## src/rtl/cam_frame_writer_pkg.sv

```systemverilog
// cam_frame_writer_pkg: shared state encoding, default geometry and buffer occupancy helper.
package cam_frame_writer_pkg;
  typedef enum logic [1:0] {S_IDLE, S_SYNC, S_STREAM} state_t;
  localparam int FRAME_W_DEF = 640;
  localparam int FRAME_H_DEF = 480;
  localparam int DATA_W_DEF = 16;
  localparam int ADDR_W_DEF = 19;
  // entries held in buffer plus in flight once this cycle's accept has left
  function automatic logic [2:0] occupancy(input logic [1:0] count, input logic inflight, input logic pop);
    return 3'(count) + 3'(inflight) - 3'(pop);
  endfunction
endpackage

```

## src/rtl/cam_frame_writer_pix_skid_buf.sv

```systemverilog
// pix_skid_buf: 2-entry pixel buffer absorbing the FIFO read latency under write backpressure.
module pix_skid_buf #(
  parameter int DATA_WIDTH = 16
) (
  input  logic                  clk,
  input  logic                  rst,
  input  logic                  push,
  input  logic                  pop,
  input  logic                  flush,
  input  logic [DATA_WIDTH-1:0] din,
  output logic [1:0]            count,
  output logic [DATA_WIDTH-1:0] head
);
  logic [DATA_WIDTH-1:0] d1;
  always_ff @(posedge clk or posedge rst)
    if (rst) begin
      count <= 2'd0;
      head <= '0;
      d1 <= '0;
    end else if (flush) begin
      count <= 2'd0;
    end else begin
      count <= count + 2'(push) - 2'(pop);
      if (pop) head <= (count == 2'd2) ? d1 : din;
      else if (push && count == 2'd0) head <= din;
      if (push && (count - 2'(pop)) == 2'd1) d1 <= din;
    end
endmodule

```

## src/rtl/cam_frame_writer.sv

```systemverilog
// cam_frame_writer: drains the camera pixel FIFO into linear, double-banked framebuffer writes.
module cam_frame_writer
  import cam_frame_writer_pkg::*;
#(
  parameter int FRAME_W    = FRAME_W_DEF,
  parameter int FRAME_H    = FRAME_H_DEF,
  parameter int DATA_WIDTH = DATA_W_DEF,
  parameter int ADDR_W     = ADDR_W_DEF
) (
  input  logic                  i_clk,
  input  logic                  i_rst,
  input  logic                  i_enable,
  input  logic                  i_frame_start,
  input  logic [DATA_WIDTH-1:0] i_obuf_data,
  input  logic                  i_obuf_empty,
  output logic                  o_obuf_rd,
  output logic                  o_mem_wr,
  output logic [ADDR_W-1:0]     o_mem_addr,
  output logic [DATA_WIDTH-1:0] o_mem_wdata,
  output logic                  o_mem_bank,
  input  logic                  i_mem_ready,
  output logic                  o_frame_done,
  output logic                  o_frame_err,
  output logic                  o_busy
);
  localparam logic [ADDR_W-1:0] LAST = ADDR_W'(FRAME_W * FRAME_H - 1);
  state_t state;
  logic inflight, accept, last, flush;
  logic [1:0] count;
  assign o_mem_wr = count != 2'd0;
  assign accept = o_mem_wr && i_mem_ready;
  assign last = accept && o_mem_addr == LAST;
  // anything buffered outside an active frame, or across a frame boundary, is stale
  assign flush = !i_enable || state != S_STREAM || i_frame_start || last;
  assign o_obuf_rd = i_enable && !i_obuf_empty &&
                     (state == S_SYNC || (state == S_STREAM && occupancy(count, inflight, accept) < 3'd2));
  assign o_busy = state == S_STREAM;
  pix_skid_buf #(.DATA_WIDTH(DATA_WIDTH)) u_buf (
    .clk(i_clk),
    .rst(i_rst),
    .push(inflight),
    .pop(accept),
    .flush(flush),
    .din(i_obuf_data),
    .count(count),
    .head(o_mem_wdata)
  );
  always_ff @(posedge i_clk or posedge i_rst)
    if (i_rst) begin
      state <= S_IDLE;
      inflight <= 1'b0;
      o_mem_addr <= '0;
      o_mem_bank <= 1'b0;
      o_frame_done <= 1'b0;
      o_frame_err <= 1'b0;
    end else begin
      inflight <= o_obuf_rd && state == S_STREAM && !flush;
      o_frame_done <= i_enable && last;
      o_frame_err <= i_enable && state == S_STREAM && i_frame_start && o_mem_addr != '0 && !last;
      if (i_enable && last) o_mem_bank <= !o_mem_bank;
      if (!i_enable) begin
        state <= S_IDLE;
        o_mem_addr <= '0;
      end else if (state == S_IDLE) begin
        state <= S_SYNC;
      end else if (i_frame_start) begin
        state <= S_STREAM;
        o_mem_addr <= '0;
      end else if (last) begin
        state <= S_SYNC;
        o_mem_addr <= '0;
      end else if (accept) begin
        o_mem_addr <= o_mem_addr + 1'b1;
      end
    end
endmodule

```

## config.mk

```make
export PLATFORM = sky130hd
export DESIGN_NAME = cam_frame_writer
export DESIGN_NICKNAME = d
export VERILOG_FILES = /design/src/rtl/cam_frame_writer_pkg.sv /design/src/rtl/cam_frame_writer_pix_skid_buf.sv /design/src/rtl/cam_frame_writer.sv
export SDC_FILE = /design/constraint.sdc
export NUM_CORES = 1
export LEC_CHECK = 0
export CAP_MARGIN = 20
export CORE_MARGIN = 2
export CORE_UTILIZATION = 55
export CTS_CLUSTER_SIZE = 28
export DETAILED_ROUTE_END_ITERATION = 16
export PLACE_DENSITY = 0.84
export SLEW_MARGIN = 10
export SYNTH_ARGS = -nofsm -noshare
export SYNTH_HDL_FRONTEND = slang
export SYNTH_SLANG_ARGS = --single-unit
```

## constraint.sdc

```tcl
create_clock -name i_clk -period 3.7 [get_ports i_clk]
set_clock_uncertainty 0.15 [all_clocks]
set_input_delay 0.555 -clock i_clk [delete_from_list [all_inputs] [get_ports i_clk]]
set_output_delay 0.555 -clock i_clk [all_outputs]
set_load 0.02 [all_outputs]
```

# Yosys cells after proc, flatten, opt, wreduce, memory -nomap -nowiden
# Index checks and enable logic that the tools add are counted.
# word_totals
reg_bits	59
inputBits	22
output_inout_bits	41
word_cells	70
# op_classes
addsub	6
magnitude_cmp	1
eq_ne	9
muxes	13
n_bitwise	1
n_reduce_logical	31
# op_table
operator	count
$mux W19	5
$mux W16	3
$add A19 B1 Y19 const B	1
$eq A19 B19 Y1 const B	1
$reduce_bool A19 Y1	1
$logic_and A1 B1 Y1	14
$mux W2	5
$ne A4 B1 Y1 const B	2
$reduce_and A2 Y1	3
$logic_not A1 Y1	5
$eq A2 B1 Y1 const B	2
$eq A2 B2 Y1 const B	2
$logic_not A2 Y1	2
$logic_or A1 B1 Y1	4
$ne A2 B2 Y1 const B	2
$reduce_bool A2 Y1	2
$sub A2 B1 Y2	2
$add A2 B1 Y3	1
$lt A3 B2 Y1 const B	1
$sub A3 B1 Y3	1
$add A2 B1 Y2	1
$not A1 Y1	1

# Longest topological paths before layout
# Gate-level depths: netlist of the first run.
# logic_depth
word_depth	9
depth_mapped	10
depth_no_buf	10

# By module
# A second synthesis of the first run with hierarchy kept.
# unflattened
hier_cells	273
area_unflattened_um2	3100.5
# modules_own_cells
module	n_inst	cells_per_inst	area_each_um2	seq_area_each_um2
pix_skid_buf	1	103	1601.5	850.8
cam_frame_writer	1	170	1498.9	625.6

# Worst setup path after synthesis of the first run
# OpenSTA, ideal clock, no wires.
# synth_timing
kind	input-to-output
startpoint	input i_mem_ready
endpoint	output o_obuf_rd
arrival_time_ps	2420
required_time_ps	2995
slack_ps	575
stages	7
path_buffers	1
path_cell_list	nand3_1 > clkbuf_1 > inv_1 > fa_1 > xnor2_1 > a31oi_1 > nor3_1
# synth_via
elab_chain_len	6
# synth_lines
item	line_no	source
start: declaration	cam_frame_writer.sv:21	input logic i_mem_ready,
$logic_and A1 B1 Y1	cam_frame_writer.sv:31	assign accept = o_mem_wr && i_mem_ready;
$sub A3 B1 Y3	cam_frame_writer_pkg.sv:10	return 3'(count) + 3'(inflight) - 3'(pop);
$lt A3 B2 Y1	cam_frame_writer.sv:36	(state == S_SYNC || (state == S_STREAM && occupancy(count, inflight, accept) < 3'd2));
$logic_and A1 B1 Y1	cam_frame_writer.sv:36	
$logic_or A1 B1 Y1	cam_frame_writer.sv:36	
$logic_and A1 B1 Y1	cam_frame_writer.sv:35	assign o_obuf_rd = i_enable && !i_obuf_empty &&
end: declaration	cam_frame_writer.sv:16	output logic o_obuf_rd,
# No other way between the ends.

# Worst setup path in the final report of the first run
# Ends and elaborated chain as after synthesis.

==> load_flow_metrics.sql, run 1 <==
INSERT INTO impl_metrics (metric_group, metric, value, unit) VALUES
('detailed_routing', 'drt.antenna.violating_nets', '0', ''),
('run_status', 'status', 'finished, final reports clean', ''),
('detailed_routing', 'via_count', '2337', ''),
('cells_and_area', 'final_common_cell', 'sky130_fd_sc_hd__clkdlybuf4s50_1', ''),
('clock_tree', 'cts_buffers', '9', ''),
('critical_path', 'setup.worst_path.start_class', 'input pin', ''),
('synth', 'synth.top_cells.by_area', 'sky130_fd_sc_hd__dfrtp_1 (50%), sky130_fd_sc_hd__mux2_2 (14%), sky130_fd_sc_hd__mux2_4 (5.1%)', ''),
('power_and_ir_drop', 'cellLeakagePower', '1.755', 'nW'),
('grt', 'groute.layer.met1.usage', '32.68', '%'),
('grt', 'gr-usage-all-layers', '24.51', '%'),
('cells_and_area', 'final_design_area_no_fill', '3869', 'um2'),
('clock_tree', 'post_cts_buffers', '0', ''),
('grt', 'global_route.usage.met2', '39.04', '%'),
('floorplan', 'area_of_the_core', '5140', 'um2'),
('timing', 'worst_slew_margin_rel', '51.25', '%'),
('synth', 'synth_seq_cells', '59', ''),
('cells_and_area', 'final_layout_size_suffix_gt1_share', '22.99', '%'),
('clock_tree', 'clock_sinks', '59', ''),
('place', 'place_inst', '389', ''),
('place', 'placed_cell_area', '3671', 'um2'),
('clock_tree', 'clk_root_buffer_cell', 'sky130_fd_sc_hd__clkbuf_8', ''),
('power_and_ir_drop', 'vdd_ir_drop_max', '0.0002266', 'V'),
('critical_path', 'cp_top_family', 'buffers and inverters', ''),
('critical_path', 'timing.critical_path.to_type', 'primary output', ''),
('clock_tree', 'max-clock-path-buffers', '2', ''),
('hold_path', 'timing.hold.worst.class', 'reg2reg', ''),
('timing', 'final.period_utilization', '93.38', '%'),
('floorplan', 'floorplan.io_pins', '63', ''),
('critical_path', 'critical-path-slowest-cell', 'sky130_fd_sc_hd__clkdlybuf4s50_1', ''),
('critical_path', 'r2r-start', 'u_buf.count[1]$_DFF_PP0_', ''),
('synth', 'yosys.area.top_type_share', '49.87', '%'),
('detailed_routing', 'wire_per_inst', '16.81', 'um'),
('critical_path', 'worst_ep_required_time', '2990', 'ps'),
('grt', 'total_congestion_overflow', '0', ''),
('synth', 'ys_seq_area_share', '49.87', '%'),
('place', 'portBuffers', '62', ''),
('synth', 'synth_area_leader_cell', 'sky130_fd_sc_hd__dfrtp_1', ''),
('place', 'gpl_congestion', '0.8377', ''),
('hold_path', 'hold_end', 'o_mem_bank$_DFFE_PP0P_', ''),
('grt', 'wire_length_of_the_first_global_routing_pass', '11560', 'um'),
('power_and_ir_drop', 'power.density_cell_area', '340.2', 'nW/um2'),
('synth', 'synth_ff_type', 'sky130_fd_sc_hd__dfrtp_1', ''),
('detailed_routing', 'detail_route.first_pass.iterations', '4', ''),
('clock_tree', 'htree_depth', '3', ''),
('clock_tree', 'post_cts_hold_buffer_count', '0', ''),
('timing', 'hold_violations_final', '0', ''),
('timing', 'layout_setup_ws', '244.9', 'ps'),
('hold_path', 'hold_path.startpoint', 'o_mem_bank$_DFFE_PP0P_', ''),
('grt', 'grt_antenna_before_repair', '0', ''),
('critical_path', 'worst_r2r_endpoint', 'u_buf.d1[1]$_DFFE_PP0P_', ''),
('critical_path', 'crit_type', 'in2out', ''),
('hold_path', 'worstHoldPathCells', '1', ''),
('floorplan', 'dieArea', '5985', 'um2'),
('timing', 'rsz0062_at_grt', 'no', ''),
('critical_path', 'worst_path_arrival_time', '2750', 'ps'),
('grt', 'first_global_vias', '2365', ''),
('clock_tree', 'cts_resized', '1', ''),
('place', 'place_worst_setup_slack', '-69.15', 'ps'),
('grt', 'groute.layer.met3.usage', '4.767', '%'),
('detailed_routing', 'viasPerCell', '5.770', ''),
('critical_path', 'path_max_fanout', '3', ''),
('timing', 'worst_pin_slew', '723.5', 'ps'),
('floorplan', 'rows', '26', ''),
('critical_path', 'r2r_slack', '690', 'ps'),
('synth', 'count_of_flip_flops_with_a_built_in_enable_after_synthesis', '0', ''),
('cells_and_area', 'antenna-diode-count', '0', ''),
('floorplan', 'initial_core_util', '57.59', '%'),
('floorplan', 'die_w', '77.37', 'um'),
('critical_path', 'path_buf_inv', '3', ''),
('cells_and_area', 'areaGrowthSynthToFinish', '30.68', '%'),
('timing', 'timing.fmax', '289.4', 'MHz');
==> how the worst max path moves through the flow <==
stage	cells past startpoint	slack [ps]	endpoint	from
2_1_floorplan	7	580	o_obuf_rd	i_mem_ready
3_3_place_gp	10	20	o_obuf_rd	i_mem_ready
3_5_place_dp	10	-70	o_obuf_rd	i_mem_ready
4_1_cts	10	240	o_obuf_rd	i_mem_ready
5_1_grt	10	40	o_obuf_rd	i_mem_ready
6_report	10	240	o_obuf_rd	i_mem_ready
==> metal layers <==
layer  vias to the layer above  routed length, um
li1                       1096                  -
met2                        93               3302
met5                         -                  0
met3                        13                372
met1                      1135               3012
met4                         0                120
==> area by class of cell <==
cell class	instances	area, um2
clock buffers	13	178.9
clock inverters	3	20.02
fillers	381	1271
flip-flops and latches	59	1476
multi-input cells	181	1396
well taps	70	87.58
inverters	10	37.54
repair buffers	69	671.9
==> worst reg2reg max path, delay by kind of cell, from the launching register on <==
| family | cells | cell delay [ps] |
|---|---|---|
| AO/OA/AOI/OAI | 2 | 1120 |
| flip-flops | 1 | 450 |
| multiplexers | 1 | 460 |
| AND/OR/NAND/NOR | 2 | 700 |
==> synthesized netlist by cell type, drive strengths merged (2+ instances only) <==
cell type	instances
dfrtp	59
mux2	48
nand2	23
a31oi	15
o21ai	14
nand3	12
nor2	11
inv	10
a21oi	8
and3	7
clkbuf	6
nand4	5
nor3	5
ha	4
a41oi	3
buf	3
nor2b	3
a22o	2
and4	2
nand2b	2
nor4	2
==> where the power goes <==
part,total (mW),switching (mW),internal [mW]
clock,0.575,0.260,0.315
combinational,0.0915,0.0497,0.0417
sequential,0.650,0.00239,0.647
total,1.32,0.312,1.00
==> sequential cells by signal, indices dropped and copies added (netlist names) <==
register / flops
u_buf.d1: 16
u_buf.head: 16
o_mem_bank: 1
o_frame_err: 1
o_frame_done: 1
state: 2
inflight: 1
u_buf.count: 2
o_mem_addr: 19
==> metrics by stage <==
step / utilization (%) / hold WS, ps
6_report: 75.27 / 316.7
5_1_grt: 75.27 / 340.9
4_1_cts: 75.27 / 323.3
3_5_place_dp: 71.42 / 312.8
3_3_place_gp: 71.42 / 306.7
2_1_floorplan: - / 325.3
==> cells by family after synthesis <==
family	after synthesis	synth area share [%]
muxes	48	19.53
buffers and inverters	19	2.958
xor gates and xnor gates	2	0.5918
AOI/OAI and AO/OA	50	10.86
DFF	59	49.87
and+or+nand+nor	76	13.82
adders and majority gates	5	2.367
(Power assumes the default switching activity.)
==> run 2, diff against run 1 <==
Settings changed: RECOVER_POWER set to 25.
==> run 2 against run 1 <==
Sequential power is essentially flat. Critical path depth stayed put. Design area about the same. Combinational power shrank 0.8%. Non-clock buffer count stayed put. Wire length shrank 0.32%. Total power is 0.17% lower.
==> load_flow_metrics.sql, run 2 (synthesis gave the netlist of run 1 again) <==
INSERT INTO impl_metrics (metric_group, metric, value, unit) VALUES
('cells_and_area', 'largest_register_ff_count', '19', ''),
('hold_path', 'hold_end', 'o_mem_bank$_DFFE_PP0P_', ''),
('hold_path', 'worstHoldPathCells', '1', ''),
('job', 'max_cap_violations', '0', ''),
('place', 'gpl_congestion', '0.8377', ''),
('clock_tree', 'htree_depth', '3', ''),
('place', 'portBuffers', '62', ''),
('power_and_ir_drop', 'power.density_cell_area', '339.8', 'nW/um2'),
('critical_path', 'path_cells', 'clkdlybuf4s50_1, nand3_1, o21ai_0, ha_1, inv_1, fa_1, xnor2_1, a31oi_1, nor3_1, dlygate4sd2_1', ''),
('critical_path', 'critical-path-slowest-cell', 'sky130_fd_sc_hd__clkdlybuf4s50_1', ''),
('timing', 'timing.fmax', '289.6', 'MHz'),
('clock_tree', 'cts_resized', '1', ''),
('detailed_routing', 'routed_wl', '6785', 'um'),
('critical_path', 'critPathMaxStageDelay', '490', 'ps'),
('detailed_routing', 'wire_per_inst', '16.75', 'um'),
('critical_path', 'worst_ep_required_time', '2990', 'ps'),
('critical_path', 'worst_path_arrival_time', '2750', 'ps'),
('floorplan', 'dieArea', '5985', 'um2'),
('floorplan', 'rows', '26', ''),
('timing', 'rsz0062_at_grt', 'no', ''),
('detailed_routing', 'remaining_drc_errors', '0', ''),
('floorplan', 'area_of_the_core', '5140', 'um2'),
('clock_tree', 'cts_buffers', '9', ''),
('detailed_routing', 'via_count', '2321', ''),
('timing', 'setup-violations-final', '0', ''),
('critical_path', 'r2r_slack', '690', 'ps'),
('timing', 'final.period_utilization', '93.32', '%'),
('power_and_ir_drop', 'cellLeakagePower', '1.752', 'nW'),
('grt', 'grt_antenna_before_repair', '0', ''),
('timing', 'period_needed', '3453', 'ps'),
('critical_path', 'path_max_fanout', '3', ''),
('critical_path', 'worst_r2r_endpoint', 'u_buf.d1[1]$_DFFE_PP0P_', ''),
('cells_and_area', 'reg_top3', 'o_mem_addr: 19 flops, u_buf.d1: 16 flops, u_buf.head: 16 flops', ''),
('critical_path', 'r2r.worst_path.cells', '5', ''),
('clock_tree', 'clk_latency', '330', 'ps'),
('clock_tree', 'post_cts_buffers', '0', ''),
('grt', 'gr-usage-all-layers', '24.51', '%'),
('critical_path', 'timing.critical_path.to_type', 'primary output', ''),
('floorplan', 'die_w', '77.37', 'um'),
('grt', 'grt_start_max_net_pins', '60', ''),
('detailed_routing', 'number_of_drc_markers_after_the_initial_detailed_route_iteration', '114', ''),
('cells_and_area', 'final_common_cell', 'sky130_fd_sc_hd__clkdlybuf4s50_1', ''),
('critical_path', 'cp-startpoint', 'i_mem_ready', ''),
('cells_and_area', 'largest_register', 'o_mem_addr', ''),
('floorplan', 'floorplan.io_pins', '63', ''),
('cells_and_area', 'final_layout_size_suffix_gt1_share', '22.69', '%'),
('clock_tree', 'cts_tree', 'yes', ''),
('clock_tree', 'max-clock-path-buffers', '2', ''),
('timing', 'timing_max_transition_violations_final', '0', ''),
('cells_and_area', 'antenna-diode-count', '0', ''),
('floorplan', 'die_height', '77.37', 'um'),
('clock_tree', 'worst_setup_hold_path_clk_slew', '70', 'ps'),
('clock_tree', 'clk_root_buffer_cell', 'sky130_fd_sc_hd__clkbuf_8', ''),
('detailed_routing', 'detail_route.first_pass.iterations', '4', ''),
('floorplan', 'initial_core_util', '57.59', '%'),
('timing', 'worst_slew_margin_rel', '3.895', '%'),
('cells_and_area', 'fin_nets', '357', ''),
('power_and_ir_drop', 'vdd_ir_drop_max', '0.0002265', 'V'),
('timing', 'setup-tns-final', '0', 'ps'),
('critical_path', 'setup.worst_path.start_class', 'input pin', ''),
('clock_tree', 'clock_sinks', '59', ''),
('grt', 'wire_length_of_the_first_global_routing_pass', '11560', 'um'),
('power_and_ir_drop', 'finalPower', '1.314', 'mW'),
('run_status', 'status', 'finished, final reports clean', ''),
('cells_and_area', 'areaGrowthSynthToFinish', '30.60', '%'),
('hold_path', 'hold_path.startpoint', 'o_mem_bank$_DFFE_PP0P_', ''),
('critical_path', 'r2r-start', 'u_buf.count[1]$_DFF_PP0_', ''),
('clock_tree', 'post_cts_hold_buffer_count', '0', ''),
('detailed_routing', 'viasPerCell', '5.731', ''),
('timing', 'hold_violations_final', '0', ''),
('grt', 'first_global_vias', '2365', ''),
('detailed_routing', 'drt.antenna.violating_nets', '0', ''),
('cells_and_area', 'most-common-layout-cells', 'sky130_fd_sc_hd__clkdlybuf4s50_1 (60), sky130_fd_sc_hd__dfrtp_1 (59), sky130_fd_sc_hd__mux2_2 (38)', ''),
('timing', 'worst_pin_slew', '1442', 'ps'),
('grt', 'total_congestion_overflow', '0', ''),
('place', 'place.detailed.hpwl', '4621', 'um'),
('hold_path', 'timing.hold.worst.class', 'reg2reg', ''),
('critical_path', 'crit_type', 'in2out', '');
==> run 2: cell types whose count changed in the layout (fill, tap and decap cells not counted), sizes merged <==
| cell | previous run | this run |
|---|---|---|
| dlygate4sd3 | 0 | 1 |
| clkinv | 1 | 2 |
| inv | 10 | 9 |
| clkdlybuf4s50 | 61 | 60 |
| buf | 7 | 6 |
| clkbuf | 13 | 14 |
==> run 2: critical path: cells and delay by family <==
| kind | cells | cell delay, ps |
|---|---|---|
| fa+ha+maj | 2 | 590 |
| compound gates | 2 | 260 |
| xor+xnor | 1 | 140 |
| buf+inv | 3 | 910 |
| simple gates | 2 | 290 |
==> run 2: metrics by stage <==
step           instance area [um2]  hold WS, ps  setup WS (ps)  cells  utilization (%)
3_3_place_gp                  3671        306.7          16.36    389            71.42
2_1_floorplan                 2960        325.3          575.0    259                -
3_5_place_dp                  3671        312.8         -69.15    389            71.42
4_1_cts                       3869        323.3          242.5    405            75.27
6_report                      3866        316.8          247.1    405            75.22
5_1_grt                       3866        340.9          41.48    405            75.22
==> run 2: power by group <==
part	total (mW)	leakage, nW	internal [mW]	switching (mW)
clock	0.573	0.0977	0.315	0.258
combinational	0.0908	0.832	0.0411	0.0496
sequential	0.650	0.823	0.647	0.00239
==> run 2: cell type report <==
cell class | count | area (um2)
Fill cell | 381 | 1274
Sequential cell | 59 | 1476
Multi-Input combinational cell | 181 | 1396
Inverter | 10 | 37.54
Timing Repair Buffer | 69 | 669.4
Tap cell | 70 | 87.58
Clock buffer | 13 | 178.9
Clock inverter | 3 | 20.02
==> run 2: worst max path at each step <==
stage | to | slack [ps]
floorplan | o_obuf_rd | 580
global placement | o_obuf_rd | 20
detailed placement | o_obuf_rd | -70
CTS | o_obuf_rd | 240
global route | o_obuf_rd | 40
finish | o_obuf_rd | 250
==> run 2: per-layer routing <==
| layer | vias to the layer above | global-route usage [%] | share of wire (%) |
|---|---|---|---|
| met1 | 1130 | 32.68 | 44 |
| met4 | 0 | 11.07 | 1.2 |
| li1 | 1093 | - | - |
| met2 | 90 | 39.04 | 49 |
| met5 | - | 0 | 0 |
| met3 | 8 | 4.767 | 5.5 |
